$ cat src/rtl/pipelined_rca.sv
// Pipelined ripple-carry adder/subtractor: one CHUNK-bit slice resolved per stage, carry
// registered between stages, valid/ready handshake on both sides with collapsing bubbles.
module pipelined_rca #(
  parameter int unsigned WIDTH = 16,
  parameter int unsigned CHUNK = 4
) (
  input  logic             clk,
  input  logic             rst_n,
  input  logic             in_valid,
  output logic             in_ready,
  input  logic [WIDTH-1:0] a,
  input  logic [WIDTH-1:0] b,
  input  logic             cin,
  input  logic             sub,
  output logic             out_valid,
  input  logic             out_ready,
  output logic [WIDTH-1:0] sum,
  output logic             cout,
  output logic             ovf
);

  localparam int unsigned STAGES = WIDTH / CHUNK;

  logic [STAGES-1:0] valid;
  logic [STAGES-1:0] carry;
  logic [STAGES-1:0] adv;
  // Resolved result slices overlay the low slices of operand a as the word moves down
  logic [WIDTH-1:0]  word [STAGES];
  logic [WIDTH-1:0]  opb  [STAGES];
  logic              ovf_q;

  always_comb begin
    adv = '0;
    adv[STAGES-1] = !valid[STAGES-1] || out_ready;
    for (int k = int'(STAGES) - 2; k >= 0; k--) begin
      adv[k] = !valid[k] || adv[k+1];
    end
  end

  assign in_ready = adv[0];

  for (genvar k = 0; k < STAGES; k++) begin : g_stage
    logic             vin;
    logic             cin_k;
    logic [WIDTH-1:0] ain;
    logic [WIDTH-1:0] bin;
    logic [WIDTH-1:0] word_d;
    logic [CHUNK:0]   slice;
    logic             valid_q;
    logic             carry_q;
    logic [WIDTH-1:0] word_q;
    logic [WIDTH-1:0] opb_q;

    if (k == 0) begin : g_first
      assign vin   = in_valid;
      assign ain   = a;
      assign bin   = sub ? ~b : b;
      assign cin_k = sub | cin;
    end else begin : g_next
      assign vin   = valid[k-1];
      assign ain   = word[k-1];
      assign bin   = opb[k-1];
      assign cin_k = carry[k-1];
    end

    assign slice = {1'b0, ain[k*CHUNK +: CHUNK]} + {1'b0, bin[k*CHUNK +: CHUNK]}
                 + {{CHUNK{1'b0}}, cin_k};

    always_comb begin
      word_d = ain;
      word_d[k*CHUNK +: CHUNK] = slice[CHUNK-1:0];
    end

    always_ff @(posedge clk or negedge rst_n) begin
      if (!rst_n) begin
        valid_q <= 1'b0;
        carry_q <= 1'b0;
        word_q  <= '0;
        opb_q   <= '0;
      end else if (adv[k]) begin
        valid_q <= vin;
        carry_q <= slice[CHUNK];
        word_q  <= word_d;
        opb_q   <= bin;
      end
    end

    assign valid[k] = valid_q;
    assign carry[k] = carry_q;
    assign word[k]  = word_q;
    assign opb[k]   = opb_q;

    if (k == STAGES - 1) begin : g_last
      logic ovf_d;
      // Carry into the MSB is recovered from the MSB sum bit and its operand bits
      assign ovf_d = (ain[WIDTH-1] ^ bin[WIDTH-1] ^ slice[CHUNK-1]) ^ slice[CHUNK];

      always_ff @(posedge clk or negedge rst_n) begin
        if (!rst_n) begin
          ovf_q <= 1'b0;
        end else if (adv[k]) begin
          ovf_q <= ovf_d;
        end
      end
    end
  end

  assign out_valid = valid[STAGES-1];
  assign sum       = word[STAGES-1];
  assign cout      = carry[STAGES-1];
  assign ovf       = ovf_q;

endmodule
$ cat config.mk
export PLATFORM = sky130hd
export DESIGN_NAME = pipelined_rca
export DESIGN_NICKNAME = d
export VERILOG_FILES = /design/src/rtl/pipelined_rca.sv
export SDC_FILE = /design/constraint.sdc
export NUM_CORES = 1
export LEC_CHECK = 0
export ABC_CLOCK_PERIOD_IN_PS = 2700
export CORE_ASPECT_RATIO = 0.6
export CORE_MARGIN = 1.5
export CORE_UTILIZATION = 45
export CTS_BUF_LIST = sky130_fd_sc_hd__clkbuf_8
export CTS_CLUSTER_DIAMETER = 50
export DETAILED_ROUTE_END_ITERATION = 8
export GPL_TIMING_DRIVEN = 1
export HOLD_SLACK_MARGIN = 0.08
export PLACE_DENSITY = 0.65
export SETUP_SLACK_MARGIN = 0.4
export SLEW_MARGIN = 20
export SYNTH_ARGS = -nofsm -noshare
export SYNTH_HDL_FRONTEND = slang
export SYNTH_SLANG_ARGS = --single-unit
$ cat constraint.sdc
create_clock -name clk -period 2.7 [get_ports clk]
set_clock_uncertainty 0.1 [all_clocks]
set_input_delay 0.81 -clock clk [delete_from_list [all_inputs] [get_ports clk]]
set_output_delay 0.81 -clock clk [all_outputs]
set_load 0.02 [all_outputs]
==> results of run 1 <==
## worst max path at each step
stage                                     to      start  cells past startpoint
after detailed placement            in_ready  out_ready                      4
after global placement              in_ready  out_ready                      4
after floorplan           g_stage[0].carry_q        sub                      8
final                               in_ready  out_ready                      4
after CTS                           in_ready  out_ready                      4
after global routing                in_ready  out_ready                      4
## critical path: cells and delay by family
family,cells,cell delay (ns)
AND/OR/NAND/NOR,2,0.37
buffers and inverters,2,0.24
## timing repair
action	CTS	global route
resized for setup	20	15
pin swaps	6	5
cloned	0	0
buffers inserted	0	2
setup endpoints to repair	18	13
## report_power, final
| part | switching (W) | internal (W) |
|---|---|---|
| Sequential | 0.000257 | 0.00187 |
| Clock | 0.000475 | 0.000542 |
| Combinational | 0.000684 | 0.000741 |
## per-stage QoR
step / instance area, um^2 / worst slack (ns) / hold slack (ns) / power (W) / util [%]
after floorplan: 4275 / 0.02387 / 0.3331 / 0.002989 / -
after global placement: 5005 / -0.4918 / 0.3504 / 0.003555 / 54.67
after detailed placement: 5005 / -0.4855 / 0.3575 / 0.003612 / 54.67
after CTS: 5240 / 0.3542 / 0.2200 / 0.004646 / 57.24
after global routing: 5276 / 0.3352 / 0.2164 / 0.004883 / 57.63
final: 5276 / 0.3636 / 0.2238 / 0.004573 / 57.63
## metal layers
layer	share of wire [%]	global-route usage (%)	vias to the layer above	wire (um)
met5	0	0	-	0
met4	0.60	4.157	0	46
met3	6.4	7.157	6	490
met2	38	21.72	68	2940
met1	55	26.35	1267	4192
li1	-	-	1286	-
## area by class of cell
| cell class | instances | area (um^2) | area share [%] |
|---|---|---|---|
| Clock buffer | 10 | 137.6 | 2.608 |
| Timing Repair Buffer | 71 | 723.2 | 13.71 |
| Sequential cell | 97 | 2427 | 46.00 |
| Tap cell | 130 | 162.7 | 3.083 |
| Clock inverter | 6 | 82.58 | 1.565 |
| Inverter | 10 | 37.54 | 0.7114 |
| Multi-Input combinational cell | 226 | 1705 | 32.32 |
## cell families after synthesis
group	Yosys count	share of synthesized area, %
simple gates	90	9.112
flops	97	57.40
buf+inv	26	2.811
mux	47	12.51
xor+xnor	25	5.178
compound gates	44	5.651
fa+ha+maj	20	7.337
## synthesized netlist by cell type (2+ instances only)
| library cell | n | area (um^2) |
|---|---|---|
| a21o_1 | 5 | 37.54 |
| a21oi_1 | 28 | 140.1 |
| buf_2 | 11 | 55.05 |
| clkbuf_1 | 4 | 15.01 |
| dfrtp_1 | 97 | 2427 |
| fa_1 | 8 | 160.2 |
| ha_1 | 12 | 150.1 |
| inv_1 | 10 | 37.54 |
| mux2_2 | 47 | 529.3 |
| nand2_1 | 55 | 206.5 |
| nand2b_1 | 5 | 31.28 |
| nand3b_1 | 2 | 15.01 |
| nor2_1 | 23 | 86.33 |
| nor2b_1 | 2 | 12.51 |
| o21ai_0 | 9 | 45.04 |
| xnor2_1 | 16 | 140.1 |
| xor2_1 | 9 | 78.83 |
## state kept, by name, summed over array words and instances (netlist names)
name             count
sum                 16
g_stage.valid_q      3
cout                 1
g_stage.opb_q       24
out_valid            1
g_stage.carry_q      3
ovf                  1
g_stage.word_q      48
==> metrics.yaml, run 1 <==
status: "finished clean"
min_path_type: "input pin to asynchronous set/reset pin"
rsz0062_at_grt: "true"
slowest_stage: "and3b_2"
maxSlewViolCount: 0
finalSetupViolations: 0
synth_nets: 407
num_antenna_cells: 0
setup_tns_ns: 0
insertion_delay_ns: 0.37
grt_pass1_wl_um: 12810
fmax_mhz: 428.0
cts_htree_levels: 3
layout_commonest_cell: "dfrtp_1"
max-vdd-ir-drop_uv: 302.2
fp.dieW_um: 128.2
drc: 0
cts.clk_slew.worst_paths_ns: 0.09
drive_gt1_share_pct: 21.19
wl_um: 7670
r2r_cells: 8
maxSlewHeadroom_pct: 69.10
arrival_ns: 1.43
cts_buffer_depth: 2
dpl.cell_count: 532
p_leak_nw: 2.467
groute.usage.overall_pct: 17.05
crit_chain: "buf_8, and3b_2, nand3_4, buf_6"
r2r-end: "ovf"
hold_viol_final: 0
grt_pass1_vias: 2536
timing.rr.start: "g_stage[2].carry_q"
mostFrequentLayoutCells: "dfrtp_1 (97), nand2_1 (55), mux2_2 (47)"
cts_tree: "done"
grt_max_degree: 52
grt_overflow: 0
max_slew.worst_pin.slew_ns: 0.4634
syn_area_um2: 4229
area_delta_synth_final_pct: 24.76
r2r_setup_slack_ns: 0.61
syn_inst: 349
powerDensity_nw_per_um2: 866.8
async_reset_ff_share_pct: 100.0
critPathMaxFanout: 2
antenna_found_initial: 0
wire_per_inst_um: 13.95
final_net_count: 473
min_period_over_period_pct: 86.53
vias: 2627
io_pins: 58
ys_warn_count: 0
port_buffers: 57
std_cell_rows: 27
ant_nets: 0
dr.first_iter.drc_count: 168
path_class: "input pin to output pin"
cts-buffers-inserted: 9
yosysSeqAreaShare_pct: 57.40
detail_route.vias_per_cell: 4.776
hold_buffers: 0
cts.sinks: 97
ys.flop_type: "dfrtp_1"
end_kind: "output pin"
ys_ff_latch: 97
startpoint_type: "input pin"
cp.required_ns: 1.79
synth.avg_cell_area_um2: 12.12
cts_root_buffer: "clkbuf_8"
synth_edf_count: 0
initial_utilization_pct: 46.19
ys_types: 23
drtPass1Iterations: 4
dp_hpwl_um: 5622
critPathMaxStageDelay_ns: 0.27
core_um2: 9155
chipHeight_um: 78.09
fill_cells: 772
gp_congestion: 0.7563
final_cells: 550
die_area_um2: 10010
min_period_ns: 2.336
drv_cap: 0
No activity file was read; power rests on OpenSTA's default activity.
==> run 2, diff against run 1 <==
--- a/config.mk
+++ b/config.mk
@@ -8,13 +8,13 @@
 export ABC_CLOCK_PERIOD_IN_PS = 2700
 export CORE_ASPECT_RATIO = 0.6
 export CORE_MARGIN = 1.5
-export CORE_UTILIZATION = 45
+export CORE_UTILIZATION = 35
 export CTS_BUF_LIST = sky130_fd_sc_hd__clkbuf_8
 export CTS_CLUSTER_DIAMETER = 50
 export DETAILED_ROUTE_END_ITERATION = 8
 export GPL_TIMING_DRIVEN = 1
 export HOLD_SLACK_MARGIN = 0.08
-export PLACE_DENSITY = 0.65
+export PLACE_DENSITY = 0.52
 export SETUP_SLACK_MARGIN = 0.4
 export SLEW_MARGIN = 20
 export SYNTH_ARGS = -nofsm -noshare
==> run 2 against run 1 <==
Register-to-register slack about the same. Non-clock buffer count down 3. Highest routed layer unchanged. Combinational power about the same. Cell count up 4.9%. Global-route usage down 3.1 points. Die area up 28%. Utilization down 12 points. Largest cell class unchanged. Via count down 3.8%. Sequential share of layout area up 0.18 points. Sequential power about the same. Critical endpoint unchanged.
==> metrics.yaml, run 2 (same netlist as run 1, synthesis figures left out) <==
status: "finished clean"
finalSetupViolations: 0
gp_congestion: 0.7280
max_slew.worst_pin.slew_ns: 0.4875
grt_pass1_wl_um: 13460
pre_cts_ws_ns: -0.4786
vias: 2527
min_path_type: "input pin to asynchronous set/reset pin"
min_period_ns: 2.341
startpoint_type: "input pin"
die_area_um2: 12770
r2r-end: "ovf"
wl_um: 8068
drc: 0
drive_gt1_share_pct: 19.90
detail_route.vias_per_cell: 4.380
final_net_count: 470
cp.required_ns: 1.79
place_area_um2: 5035
dp_hpwl_um: 5842
min_period_over_period_pct: 86.71
fmax_mhz: 427.1
grt_pass1_vias: 2562
io_pins: 58
maxSlewViolCount: 0
fin_util_pct: 45.61
arrival_ns: 1.43
groute.usage.overall_pct: 13.97
largest_register: "g_stage.word_q"
fill_cells: 1087
cts_htree_levels: 3
grt_max_degree: 61
cts_setup_buffers: 0
fin_ws_ns: 0.3589
largest_register_ff_count: 48
insertion_delay_ns: 0.36
critPathMaxFanout: 3
r2r_cells: 8
layout_commonest_cell: "dfrtp_1"
grt_overflow: 0
r2r_setup_slack_ns: 0.60
path_class: "input pin to output pin"
p_leak_nw: 2.360
mostFrequentLayoutCells: "dfrtp_1 (97), nand2_1 (55), clkdlybuf4s50_1 (48)"
final_area_um2: 5256
chipHeight_um: 88.15
maxSlewHeadroom_pct: 67.50
cts.sinks: 97
cts_root_buffer: "clkbuf_8"
drtPass1Iterations: 4
hold_viol_final: 0
area_delta_synth_final_pct: 24.29
cts_buffer_depth: 2
powerDensity_nw_per_um2: 875.4
core_um2: 11520
setup_tns_ns: 0
port_buffers: 57
wire_per_inst_um: 13.98
rsz0062_at_grt: "true"
antenna_found_initial: 0
drv_cap: 0
std_cell_rows: 30
dr.first_iter.drc_count: 79
cts.clk_slew.worst_paths_ns: 0.08
cts_tree: "done"
num_antenna_cells: 0
timing.rr.start: "g_stage[2].word_q[12]"
fp.dieW_um: 144.9
initial_utilization_pct: 36.70
max-vdd-ir-drop_uv: 250.9
end_kind: "output pin"
cts-buffers-inserted: 9
ant_nets: 0
-- run 2: changes by cell type in the layout (fill, tap and decap cells not counted), sizes merged --
cell / delta
buf: -4
clkbuf: +2
clkdlybuf4s50: +9
clkinv: -3
dlygate4sd2: +1
dlymetal6s2s: -10
inv: +2
-- run 2: per-stage QoR --
stage / cells / hold WS [ns] / power [W]
2_1_floorplan: 349 / 0.3331 / 0.002989
3_3_place_gp: 561 / 0.3489 / 0.003582
3_5_place_dp: 561 / 0.3524 / 0.003631
4_1_cts: 577 / 0.1287 / 0.004670
5_1_grt: 577 / 0.1242 / 0.004929
6_report: 577 / 0.1447 / 0.004602
-- run 2: layout make-up --
class	count	area, um^2	share of cell area, %
flip-flops and latches	97	2427	46.18
multi-input cells	226	1698	32.30
repair buffers	68	670.6	12.76
well taps	160	200.2	3.809
clock buffers	11	151.4	2.880
clock inverters	5	71.32	1.357
inverters	10	37.54	0.7141
-- run 2: per-layer routing --
layer  vias to the layer above  share of wire [%]  global-route usage [%]
met1                      1173                 58                   21.57
met4                         0                1.4                   4.217
met2                        60                 36                   18.40
met5                         -                  0                       0
li1                       1283                  -                       -
met3                        11                4.8                   4.167
-- run 2: power breakdown --
| part | switching [W] | internal [W] | leakage, nW |
|---|---|---|---|
| registers | 0.000256 | 0.00187 | 1.13 |
| clock network | 0.000463 | 0.000563 | 0.123 |
| logic | 0.000694 | 0.000750 | 1.11 |
-- run 2: how the worst max path moves through the flow --
stage	start	endpoint	cells after the start
3_3_place_gp	out_ready	in_ready	4
5_1_grt	out_ready	in_ready	4
4_1_cts	out_ready	in_ready	4
2_1_floorplan	sub	g_stage[0].carry_q	8
3_5_place_dp	out_ready	in_ready	4
6_report	out_ready	in_ready	4
-- run 2: critical path, stage by stage --
cell and delay [ns]:
buf_6 0.09, and3b_2 0.27, nand3_4 0.11, buf_6 0.15
-- run 2: timing repair --
item                       CTS  global route
pin swaps                    6             5
setup endpoints to repair   38             4
gates resized for setup     17             6
hold buffers                 0             0
